## src/rtl/lms_spi_pkg.sv

```systemverilog
// Shared definitions for the LMS SPI master/slave pair: register map,
// status/control bit positions and the frame state encoding.
package lms_spi_pkg;

    // Register port addresses
    localparam logic [2:0] ADDR_RXDATA  = 3'd0;
    localparam logic [2:0] ADDR_TXDATA  = 3'd1;
    localparam logic [2:0] ADDR_STATUS  = 3'd2;
    localparam logic [2:0] ADDR_CONTROL = 3'd3;
    localparam logic [2:0] ADDR_EOPVAL  = 3'd6;

    // Status bit positions; control uses the same positions as interrupt enables
    localparam int unsigned STAT_TUR  = 1;
    localparam int unsigned STAT_ABT  = 2;
    localparam int unsigned STAT_ROE  = 3;
    localparam int unsigned STAT_TOE  = 4;
    localparam int unsigned STAT_TMT  = 5;
    localparam int unsigned STAT_TRDY = 6;
    localparam int unsigned STAT_RRDY = 7;
    localparam int unsigned STAT_E    = 8;
    localparam int unsigned STAT_EOP  = 9;

    // Frame state
    typedef enum logic {
        FRAME_IDLE   = 1'b0,
        FRAME_ACTIVE = 1'b1
    } frame_state_e;

endpackage

```

## src/rtl/lms_spi_sync_edge.sv

```systemverilog
// N-stage synchronizer for an asynchronous input, with one history flop
// for single-cycle rise/fall pulses in the clk domain.
module lms_spi_sync_edge #(
    parameter int unsigned SYNC_STAGES = 2,
    parameter logic        RESET_VAL   = 1'b0
) (
    input  logic clk,
    input  logic reset_n,
    input  logic d_in,
    output logic s_out,
    output logic rise,
    output logic fall
);

    logic [SYNC_STAGES-1:0] sync_q, sync_d;
    logic                   hist_q, hist_d;

    // Shift chain and history next-state
    always_comb begin
        sync_d    = sync_q << 1;
        sync_d[0] = d_in;
        hist_d    = sync_q[SYNC_STAGES-1];
    end

    // Synchronizer flops reset to the line's idle level
    always_ff @(posedge clk or negedge reset_n) begin
        if (!reset_n) begin
            sync_q <= {SYNC_STAGES{RESET_VAL}};
            hist_q <= RESET_VAL;
        end else begin
            sync_q <= sync_d;
            hist_q <= hist_d;
        end
    end

    assign s_out = sync_q[SYNC_STAGES-1];
    assign rise  = s_out & ~hist_q;
    assign fall  = ~s_out & hist_q;

endmodule

```

## src/rtl/lms_spi_slave_8b.sv

```systemverilog
// SPI slave (CPOL=0, CPHA=1, MSB first) with an Avalon-style two-cycle
// register port. SCLK/MOSI/SS_n are oversampled in the clk domain.
module lms_spi_slave_8b
    import lms_spi_pkg::*;
#(
    parameter int unsigned          DATABITS    = 8,
    parameter int unsigned          SYNC_STAGES = 2,
    parameter logic [DATABITS-1:0]  IDLE_MISO   = 8'hFF
) (
    input  logic        clk,
    input  logic        reset_n,
    input  logic [2:0]  mem_addr,
    input  logic [15:0] data_from_cpu,
    output logic [15:0] data_to_cpu,
    input  logic        read_n,
    input  logic        write_n,
    input  logic        spi_select,
    output logic        irq,
    output logic        dataavailable,
    output logic        readyfordata,
    output logic        endofpacket,
    input  logic        SCLK,
    input  logic        MOSI,
    input  logic        SS_n,
    output logic        MISO,
    output logic        MISO_oe
);

    // Synchronized SPI lines
    logic sclk_s, sclk_rise, sclk_fall;
    logic mosi_s, mosi_rise, mosi_fall;
    logic ss_s, ss_rise, ss_fall;
    logic sync_unused;

    lms_spi_sync_edge #(.SYNC_STAGES(SYNC_STAGES), .RESET_VAL(1'b0)) u_sync_sclk (
        .clk(clk), .reset_n(reset_n), .d_in(SCLK),
        .s_out(sclk_s), .rise(sclk_rise), .fall(sclk_fall)
    );

    lms_spi_sync_edge #(.SYNC_STAGES(SYNC_STAGES), .RESET_VAL(1'b0)) u_sync_mosi (
        .clk(clk), .reset_n(reset_n), .d_in(MOSI),
        .s_out(mosi_s), .rise(mosi_rise), .fall(mosi_fall)
    );

    lms_spi_sync_edge #(.SYNC_STAGES(SYNC_STAGES), .RESET_VAL(1'b1)) u_sync_ss (
        .clk(clk), .reset_n(reset_n), .d_in(SS_n),
        .s_out(ss_s), .rise(ss_rise), .fall(ss_fall)
    );

    assign sync_unused = ^{sclk_s, mosi_rise, mosi_fall};

    // State
    frame_state_e          state_q, state_d;
    logic [3:0]            bitcnt_q, bitcnt_d;
    logic [DATABITS-1:0]   tx_shift_q, tx_shift_d;
    logic [DATABITS-1:0]   rx_shift_q, rx_shift_d;
    logic [DATABITS-1:0]   tx_hold_q, tx_hold_d;
    logic [DATABITS-1:0]   rx_hold_q, rx_hold_d;
    logic                  tx_primed_q, tx_primed_d;
    logic                  underrun_pend_q, underrun_pend_d;
    logic                  miso_q, miso_d;
    logic                  eop_q, eop_d;
    logic                  roe_q, roe_d;
    logic                  toe_q, toe_d;
    logic                  tur_q, tur_d;
    logic                  abt_q, abt_d;
    logic                  rrdy_q, rrdy_d;
    logic [9:1]            ctrl_q, ctrl_d;
    logic [15:0]           eopval_q, eopval_d;
    logic                  rd_strobe_q, rd_strobe_d;
    logic                  wr_strobe_q, wr_strobe_d;
    logic [2:0]            addr_q, addr_d;
    logic [15:0]           wdata_q, wdata_d;
    logic [15:0]           data_to_cpu_q, data_to_cpu_d;
    logic                  irq_q, irq_d;

    logic [15:0]           status_w;
    logic [15:0]           rd_mux;
    logic                  trdy_w, tmt_w;
    logic                  rx_read, st_write, tx_write;
    logic                  reload;
    logic [DATABITS-1:0]   rx_new;

    assign trdy_w = ~tx_primed_q;
    assign tmt_w  = ~tx_primed_q & (state_q == FRAME_IDLE);

    // Status word and read-data mux for the register port
    always_comb begin
        status_w            = '0;
        status_w[STAT_EOP]  = eop_q;
        status_w[STAT_E]    = roe_q | toe_q | tur_q | abt_q;
        status_w[STAT_RRDY] = rrdy_q;
        status_w[STAT_TRDY] = trdy_w;
        status_w[STAT_TMT]  = tmt_w;
        status_w[STAT_TOE]  = toe_q;
        status_w[STAT_ROE]  = roe_q;
        status_w[STAT_ABT]  = abt_q;
        status_w[STAT_TUR]  = tur_q;

        case (mem_addr)
            ADDR_RXDATA:  rd_mux = 16'(rx_hold_q);
            ADDR_STATUS:  rd_mux = status_w;
            ADDR_CONTROL: rd_mux = {6'b0, ctrl_q, 1'b0};
            ADDR_EOPVAL:  rd_mux = eopval_q;
            default:      rd_mux = '0;
        endcase
    end

    // Next-state: bus strobes, register side effects and the frame FSM.
    // Clears are applied before sets so that set events win on collision;
    // the tx reload is applied before a txdata write so the write lands in
    // the holding register it just vacated.
    always_comb begin
        state_d         = state_q;
        bitcnt_d        = bitcnt_q;
        tx_shift_d      = tx_shift_q;
        rx_shift_d      = rx_shift_q;
        tx_hold_d       = tx_hold_q;
        rx_hold_d       = rx_hold_q;
        tx_primed_d     = tx_primed_q;
        underrun_pend_d = underrun_pend_q;
        miso_d          = miso_q;
        eop_d           = eop_q;
        roe_d           = roe_q;
        toe_d           = toe_q;
        tur_d           = tur_q;
        abt_d           = abt_q;
        rrdy_d          = rrdy_q;
        ctrl_d          = ctrl_q;
        eopval_d        = eopval_q;
        addr_d          = addr_q;
        wdata_d         = wdata_q;
        data_to_cpu_d   = data_to_cpu_q;
        reload          = 1'b0;
        rx_new          = {rx_shift_q[DATABITS-2:0], mosi_s};

        // Request -> strobe on the following cycle, one strobe per access
        rd_strobe_d = spi_select & ~read_n & ~rd_strobe_q;
        wr_strobe_d = spi_select & ~write_n & ~wr_strobe_q;
        if (rd_strobe_d | wr_strobe_d) begin
            addr_d  = mem_addr;
            wdata_d = data_from_cpu;
        end
        if (rd_strobe_d) begin
            data_to_cpu_d = rd_mux;
        end

        rx_read  = rd_strobe_q & (addr_q == ADDR_RXDATA);
        st_write = wr_strobe_q & (addr_q == ADDR_STATUS);
        tx_write = wr_strobe_q & (addr_q == ADDR_TXDATA);

        if (rx_read) begin
            rrdy_d = 1'b0;
        end
        if (st_write) begin
            eop_d  = 1'b0;
            roe_d  = 1'b0;
            toe_d  = 1'b0;
            tur_d  = 1'b0;
            abt_d  = 1'b0;
            rrdy_d = 1'b0;
        end
        if (wr_strobe_q && addr_q == ADDR_CONTROL) begin
            ctrl_d = wdata_q[9:1];
        end
        if (wr_strobe_q && addr_q == ADDR_EOPVAL) begin
            eopval_d = wdata_q;
        end

        case (state_q)
            FRAME_IDLE: begin
                if (ss_fall) begin
                    state_d  = FRAME_ACTIVE;
                    bitcnt_d = '0;
                    reload   = 1'b1;
                end
            end
            FRAME_ACTIVE: begin
                if (ss_rise) begin
                    state_d  = FRAME_IDLE;
                    if (bitcnt_q != '0) begin
                        abt_d = 1'b1;
                    end
                    bitcnt_d = '0;
                    miso_d   = 1'b0;
                end else if (sclk_rise) begin
                    miso_d     = tx_shift_q[DATABITS-1];
                    tx_shift_d = tx_shift_q << 1;
                    if (underrun_pend_q && bitcnt_q == '0) begin
                        tur_d           = 1'b1;
                        underrun_pend_d = 1'b0;
                    end
                end else if (sclk_fall) begin
                    rx_shift_d = rx_new;
                    if (bitcnt_q == 4'(DATABITS - 1)) begin
                        rx_hold_d = rx_new;
                        if (rrdy_q && !rx_read) begin
                            roe_d = 1'b1;
                        end
                        rrdy_d = 1'b1;
                        if (rx_new == eopval_q[DATABITS-1:0]) begin
                            eop_d = 1'b1;
                        end
                        bitcnt_d = '0;
                        reload   = 1'b1;
                    end else begin
                        bitcnt_d = bitcnt_q + 4'd1;
                    end
                end
            end
            default: state_d = FRAME_IDLE;
        endcase

        if (reload) begin
            if (tx_primed_q) begin
                tx_shift_d      = tx_hold_q;
                tx_primed_d     = 1'b0;
                underrun_pend_d = 1'b0;
            end else begin
                tx_shift_d      = IDLE_MISO;
                underrun_pend_d = 1'b1;
            end
        end

        if (tx_write) begin
            if (!tx_primed_d) begin
                tx_hold_d   = wdata_q[DATABITS-1:0];
                tx_primed_d = 1'b1;
            end else begin
                toe_d = 1'b1;
            end
        end

        irq_d = |(status_w[9:1] & ctrl_q);
    end

    // State registers
    always_ff @(posedge clk or negedge reset_n) begin
        if (!reset_n) begin
            state_q         <= FRAME_IDLE;
            bitcnt_q        <= '0;
            tx_shift_q      <= '0;
            rx_shift_q      <= '0;
            tx_hold_q       <= '0;
            rx_hold_q       <= '0;
            tx_primed_q     <= 1'b0;
            underrun_pend_q <= 1'b0;
            miso_q          <= 1'b0;
            eop_q           <= 1'b0;
            roe_q           <= 1'b0;
            toe_q           <= 1'b0;
            tur_q           <= 1'b0;
            abt_q           <= 1'b0;
            rrdy_q          <= 1'b0;
            ctrl_q          <= '0;
            eopval_q        <= '0;
            rd_strobe_q     <= 1'b0;
            wr_strobe_q     <= 1'b0;
            addr_q          <= '0;
            wdata_q         <= '0;
            data_to_cpu_q   <= '0;
            irq_q           <= 1'b0;
        end else begin
            state_q         <= state_d;
            bitcnt_q        <= bitcnt_d;
            tx_shift_q      <= tx_shift_d;
            rx_shift_q      <= rx_shift_d;
            tx_hold_q       <= tx_hold_d;
            rx_hold_q       <= rx_hold_d;
            tx_primed_q     <= tx_primed_d;
            underrun_pend_q <= underrun_pend_d;
            miso_q          <= miso_d;
            eop_q           <= eop_d;
            roe_q           <= roe_d;
            toe_q           <= toe_d;
            tur_q           <= tur_d;
            abt_q           <= abt_d;
            rrdy_q          <= rrdy_d;
            ctrl_q          <= ctrl_d;
            eopval_q        <= eopval_d;
            rd_strobe_q     <= rd_strobe_d;
            wr_strobe_q     <= wr_strobe_d;
            addr_q          <= addr_d;
            wdata_q         <= wdata_d;
            data_to_cpu_q   <= data_to_cpu_d;
            irq_q           <= irq_d;
        end
    end

    assign data_to_cpu   = data_to_cpu_q;
    assign irq           = irq_q;
    assign dataavailable = rrdy_q;
    assign readyfordata  = trdy_w;
    assign endofpacket   = eop_q;
    assign MISO_oe       = ~ss_s;
    assign MISO          = miso_q & MISO_oe;

endmodule

```

## config.mk

```make
export PLATFORM = sky130hd
export DESIGN_NAME = lms_spi_slave_8b
export DESIGN_NICKNAME = d
export VERILOG_FILES = /design/src/rtl/lms_spi_pkg.sv /design/src/rtl/lms_spi_sync_edge.sv /design/src/rtl/lms_spi_slave_8b.sv
export SDC_FILE = /design/constraint.sdc
export NUM_CORES = 1
export LEC_CHECK = 0
export ABC_AREA = 0
export CORE_MARGIN = 2
export CORE_UTILIZATION = 51
export DETAILED_ROUTE_END_ITERATION = 10
export PLACE_DENSITY = 0.75
export SLEW_MARGIN = 40
export SYNTH_ARGS = -nofsm -noshare
export SYNTH_HDL_FRONTEND = slang
export SYNTH_HIERARCHICAL = 1
export SYNTH_SLANG_ARGS = --single-unit
```

## constraint.sdc

```tcl
create_clock -name clk -period 1.9 [get_ports clk]
set_clock_uncertainty 0.05 [all_clocks]
set_input_delay 0.285 -clock clk [delete_from_list [all_inputs] [get_ports clk]]
set_output_delay 0.285 -clock clk [all_outputs]
set_load 0.01 [all_outputs]
```

## Yosys cells after proc, flatten, opt, wreduce, memory -nomap -nowiden

Index checks and enable logic that the tools add are counted.
Widths: inputs -> output; s select.

- Output and inout bits: 22
- Register bits: 116

- Equal/unequal tests: 13
- Multiplexer cells: 63
- Reduce and logical (&&, ||, !) cells: 21
- Add/subtract/negate cells: 1
- Bitwise gates (word level): 31

Operator list:

| kind | count |
|---|---|
| $pmux 16 s4 | 1 |
| $mux 1 | 49 |
| $mux 8 | 5 |
| $mux 4 | 5 |
| $and 1x1->1 | 13 |
| $not 1->1 | 13 |
| $eq 3x2->1 const B | 4 |
| $and 9x9->9 | 1 |
| $reduce_or 9->1 | 1 |
| $eq 8x8->1 | 1 |
| $pmux 4 s2 | 1 |
| $reduce_and 4->1 | 2 |
| $reduce_bool 2->1 | 4 |
| $eq 3x3->1 const B | 2 |
| $logic_not 3->1 | 2 |
| $ne 3x3->1 const B | 2 |
| $reduce_and 3->1 | 2 |
| $reduce_and 5->1 | 1 |
| $add 4x1->4 const B | 1 |
| $eq 4x3->1 const B | 1 |
| $logic_and 1x1->1 | 4 |
| $logic_not 4->1 | 1 |
| $or 1x1->1 | 4 |
| $pmux 1 s2 | 2 |
| 6 further kinds | 7 |

## Depth between registers and ports, before layout

Gate-level depths: netlist (run 1).

- Word-level depth: 10
- Depth in mapped cells: 6

## Cells and area by module

The synthesis (run 1) kept the hierarchy.

Modules (own cells, without submodules):

| module | times used | area each (um^2) | cells an instance |
|---|---|---|---|
| lms_spi_slave_8b | 1 | 4718.3 | 372 |
| lms_spi_sync_edge (u_sync_mosi ...) | 2 | 90.1 | 5 |
| lms_spi_sync_edge (u_sync_ss) | 1 | 93.8 | 5 |

## Worst setup path after synthesis (run 1)

OpenSTA, ideal clock, no wires.

- Path type: register to register
- Start: reg u_sync_ss.sync_q[1]
- End: reg tx_hold_q[0]
- Data required time: 1725 ps
- Path slack: -12 ps
- Arrival time: 1737 ps
- Cell stages (with the launch flop): 7
- Cells stage by stage: dfstp_2 nor2b_1 and4bb_1 a21oi_2 a21o_1 buf_6 mux2_4

- Elaborated cells between the ends (all ways): 9
- Those cells by class: mux: 4; bitwise: 4; reduce/logical: 1

RTL lines:

| item | line | text |
|---|---|---|
| start, declared | lms_spi_sync_edge.sv:15 | `logic [SYNC_STAGES-1:0] sync_q, sync_d;` |
| start signal, assigned | lms_spi_sync_edge.sv:28 | `sync_q <= {SYNC_STAGES{RESET_VAL}};` |
| start signal, assigned | lms_spi_sync_edge.sv:31 | `sync_q <= sync_d;` |
| $and 1x1->1 | lms_spi_sync_edge.sv:37 | `assign rise = s_out & ~hist_q;` |
| named net ss_rise | lms_spi_slave_8b.sv:32 | `logic ss_s, ss_rise, ss_fall;` |
| $mux 1 | lms_spi_slave_8b.sv:179 | `if (ss_rise) begin` |
| $pmux 1 s2 | lms_spi_slave_8b.sv:170 | `case (state_q)` |
| $mux 1 | lms_spi_slave_8b.sv:214 | `if (reload) begin` |
| $not 1->1 (no source line) | n/a |  |
| $reduce_and 2->1 (no source line) | n/a |  |
| end signal, assigned | lms_spi_slave_8b.sv:268 | `tx_hold_q <= tx_hold_d;` |
| end, declared | lms_spi_slave_8b.sv:57 | `logic [DATABITS-1:0] tx_hold_q, tx_hold_d;` |

The timed path passes the listed nets, and every way through them passes these cells.
A chain may end at the register's enable or synchronous reset.

## Final worst setup path (run 1)

- Start: reg u_sync_ss.sync_q[1]
- End: reg tx_hold_q[7]

Same word-level chain as after synthesis.

==> results.yml, run 1 <==
clocking:
  numCtsBuffers: 17
  cts_num_sinks: 116
  htree_levels: 4
  cts_tree: "built"
  ctsRootBufferMaster: "clkbuf_8"
  clk_path_buf_depth: 2
  insertion_delay_ns: 0.53
  clkSlewWorstSetupHoldPaths_ns: 0.06
detailed_routing:
  avgRoutedWirePerCell_um: 18.4
  drc: 0
  vias_per_cell: 5.61
  wl_mm: 11.2
  ant_nets: 0
  num_vias: 3408
  drt_iter0_drc: 167
  first_pass_iters: 4
pwr:
  power.leakage_nw: 3.01
  peakVddDrop_mv: 0.726
  power_density_nw_per_um2: 1340
global_route:
  grt_pass1_vias: 3542
  grt_most_used_layer: "met2"
  grt_usage_pct: 23.5
  gr-usage-met2_pct: 36.5
  grt_pass1_wl_mm: 18.2
  grt_max_degree: 48
  grtUsageMet1_pct: 31.3
  grt_overflow: 0
  gr-usage-met3_pct: 5.97
  antenna_found_initial: 0
sta:
  tightest_slew_ns: 0.445
  rsz0062_at_grt: "yes"
  hold_ws_ns: 0.116
  fin_crit_sh_pct: 99.1
  slew_viol_final: 0
  fin_crit_ns: 1.88
  hold_viol_final: 0
  fmax_mhz: 531
  postLayoutSetupSlackWorst_ns: 0.0163
  setup_violations: 0
  slew_headroom_pct: 70.3
critical_path:
  slowest_stage: "dfstp_2"
  crit_chain: "nor2b_4 > and4bb_2 > a21oi_4 > a21o_1 > buf_12 > mux2_4"
  worstPathArrival_ns: 2.24
  max_stage_delay_ns: 0.53
  worst_setup_path_end_kind: "flop"
  critPathLaunchType: "flop"
  critPathMaxFanout: 8
  crit_type: "reg2reg"
  required_ns: 2.26
yosys:
  synth_area_um2: 4950
  syn_nets: 413
  synth_cells: 384
  syn_area_per_cell_um2: 12.9
  yosys_warnings: 6
floorplanning:
  start_util_pct: 53.1
  io-pin-count: 49
  die_area_um2: 10500
  rows: 35
  core_area_um2: 9330
  die_w_um: 103
  dieHeight_um: 103
final_layout:
  drive_gt1_share_pct: 29.2
  layout.nets: 495
  diodes: 0
  final_cell_mix: "dfrtp_1 (113), mux2_2 (57), clkdlybuf4s50_1 (43), nand2_1 (42), buf_4 (23)"
  register_area_um2: 2910
  syn2layout_area_growth_pct: 30.4
  multiInputGateArea_um2: 1920
  final_common_cell: "dfrtp_1"
  fin_util_pct: 69.2
  stdcell_count: 608
  fillers: 683
placement:
  port_buffers: 48
  hpwl_mm: 7.74
  placedCellCount: 573
  pre_cts_slack_ns: 0.00798
  place.gp.congestion: 0.901
flow_run:
  drv_cap: 0
outcome:
  status: "finished clean"
min_path:
  hold_class: "in2reg"
## power breakdown
part | internal (W) | switching, W
registers | 0.00311 | 0.000554
clock network | 0.00232 | 0.00108
logic | 0.000941 | 0.000622
## critical path, delay by kind of cell (launching register included)
family | cells | cell delay [ns]
buffers and inverters | 1 | 0.15
DFF | 1 | 0.53
AOI/OAI and AO/OA | 2 | 0.33
muxes | 1 | 0.29
and+or+nand+nor | 2 | 0.40
## sequential cells by signal, summed over array words and instances, names as in the netlist, 3 cells and up
register     count
rx_hold_q        8
rx_shift_q       7
eopval_q        16
tx_hold_q        8
tx_shift_q       8
data_to_cpu     16
ctrl_q           9
addr_q           3
wdata_q         16
bitcnt_q         4
## metal layers
metal	share of wire [%]	vias to the layer above
met1	44	1723
met4	1.8	0
met2	48	119
met5	0	-
met3	6.3	15
li1	-	1551
## layout make-up
class	count	area share [%]
Tap cell	129	2.50
Sequential cell	116	45.0
Clock buffer	22	7.02
Inverter	18	1.05
Timing Repair Buffer	77	12.0
Clock inverter	10	2.75
Multi-Input combinational cell	236	29.7
## path summary, 6_finish.rpt
check / start / to / slack [ns] / depth (start not counted)
min in group asynchronous: reset_n / state_q / 0.19 / 2
hold reg to reg: u_sync_mosi/sync_q[0] / u_sync_mosi/sync_q[1] / 0.30 / 0
setup reg to reg: u_sync_ss/sync_q[1] / tx_hold_q[7] / 0.02 / 6
setup / recovery: u_sync_ss/sync_q[1] / tx_hold_q[7] / 0.02 / 6
hold / removal: SS_n / u_sync_ss/sync_q[0] / 0.12 / 1
max in group asynchronous: reset_n / eopval_q[11] / 1.01 / 3
## metrics by stage
stage / setup TNS, ns / instance area [um^2] / total power (W)
final: 0 / 6460 / 0.00863
after global routing: -0.335 / 6460 / 0.00902
after CTS: 0 / 6420 / 0.00866
after detailed placement: 0 / 5790 / 0.00525
after global placement: 0 / 5790 / 0.00516
after floorplan: 0 / 4950 / 0.00455
## timing repair
item	4_1_cts	5_1_grt
hold buffers	1	0
buffers inserted	0	2
resized for setup	3	6
setup endpoints to repair	10	9
pin swaps	2	0
endpoints found under the hold margin	30	0
Note: power is estimated with default switching activity, not from simulation.
==> inputs of run 2 (changes only) <==
--- a/config.mk
+++ b/config.mk
@@ -9,6 +9,7 @@
 export CORE_MARGIN = 2
 export CORE_UTILIZATION = 51
 export DETAILED_ROUTE_END_ITERATION = 10
+export HOLD_SLACK_MARGIN = 0.06
 export PLACE_DENSITY = 0.75
 export SLEW_MARGIN = 40
 export SYNTH_ARGS = -nofsm -noshare
==> results of run 2 <==
Final layout, timing and power as in run 1 (identical DEF).
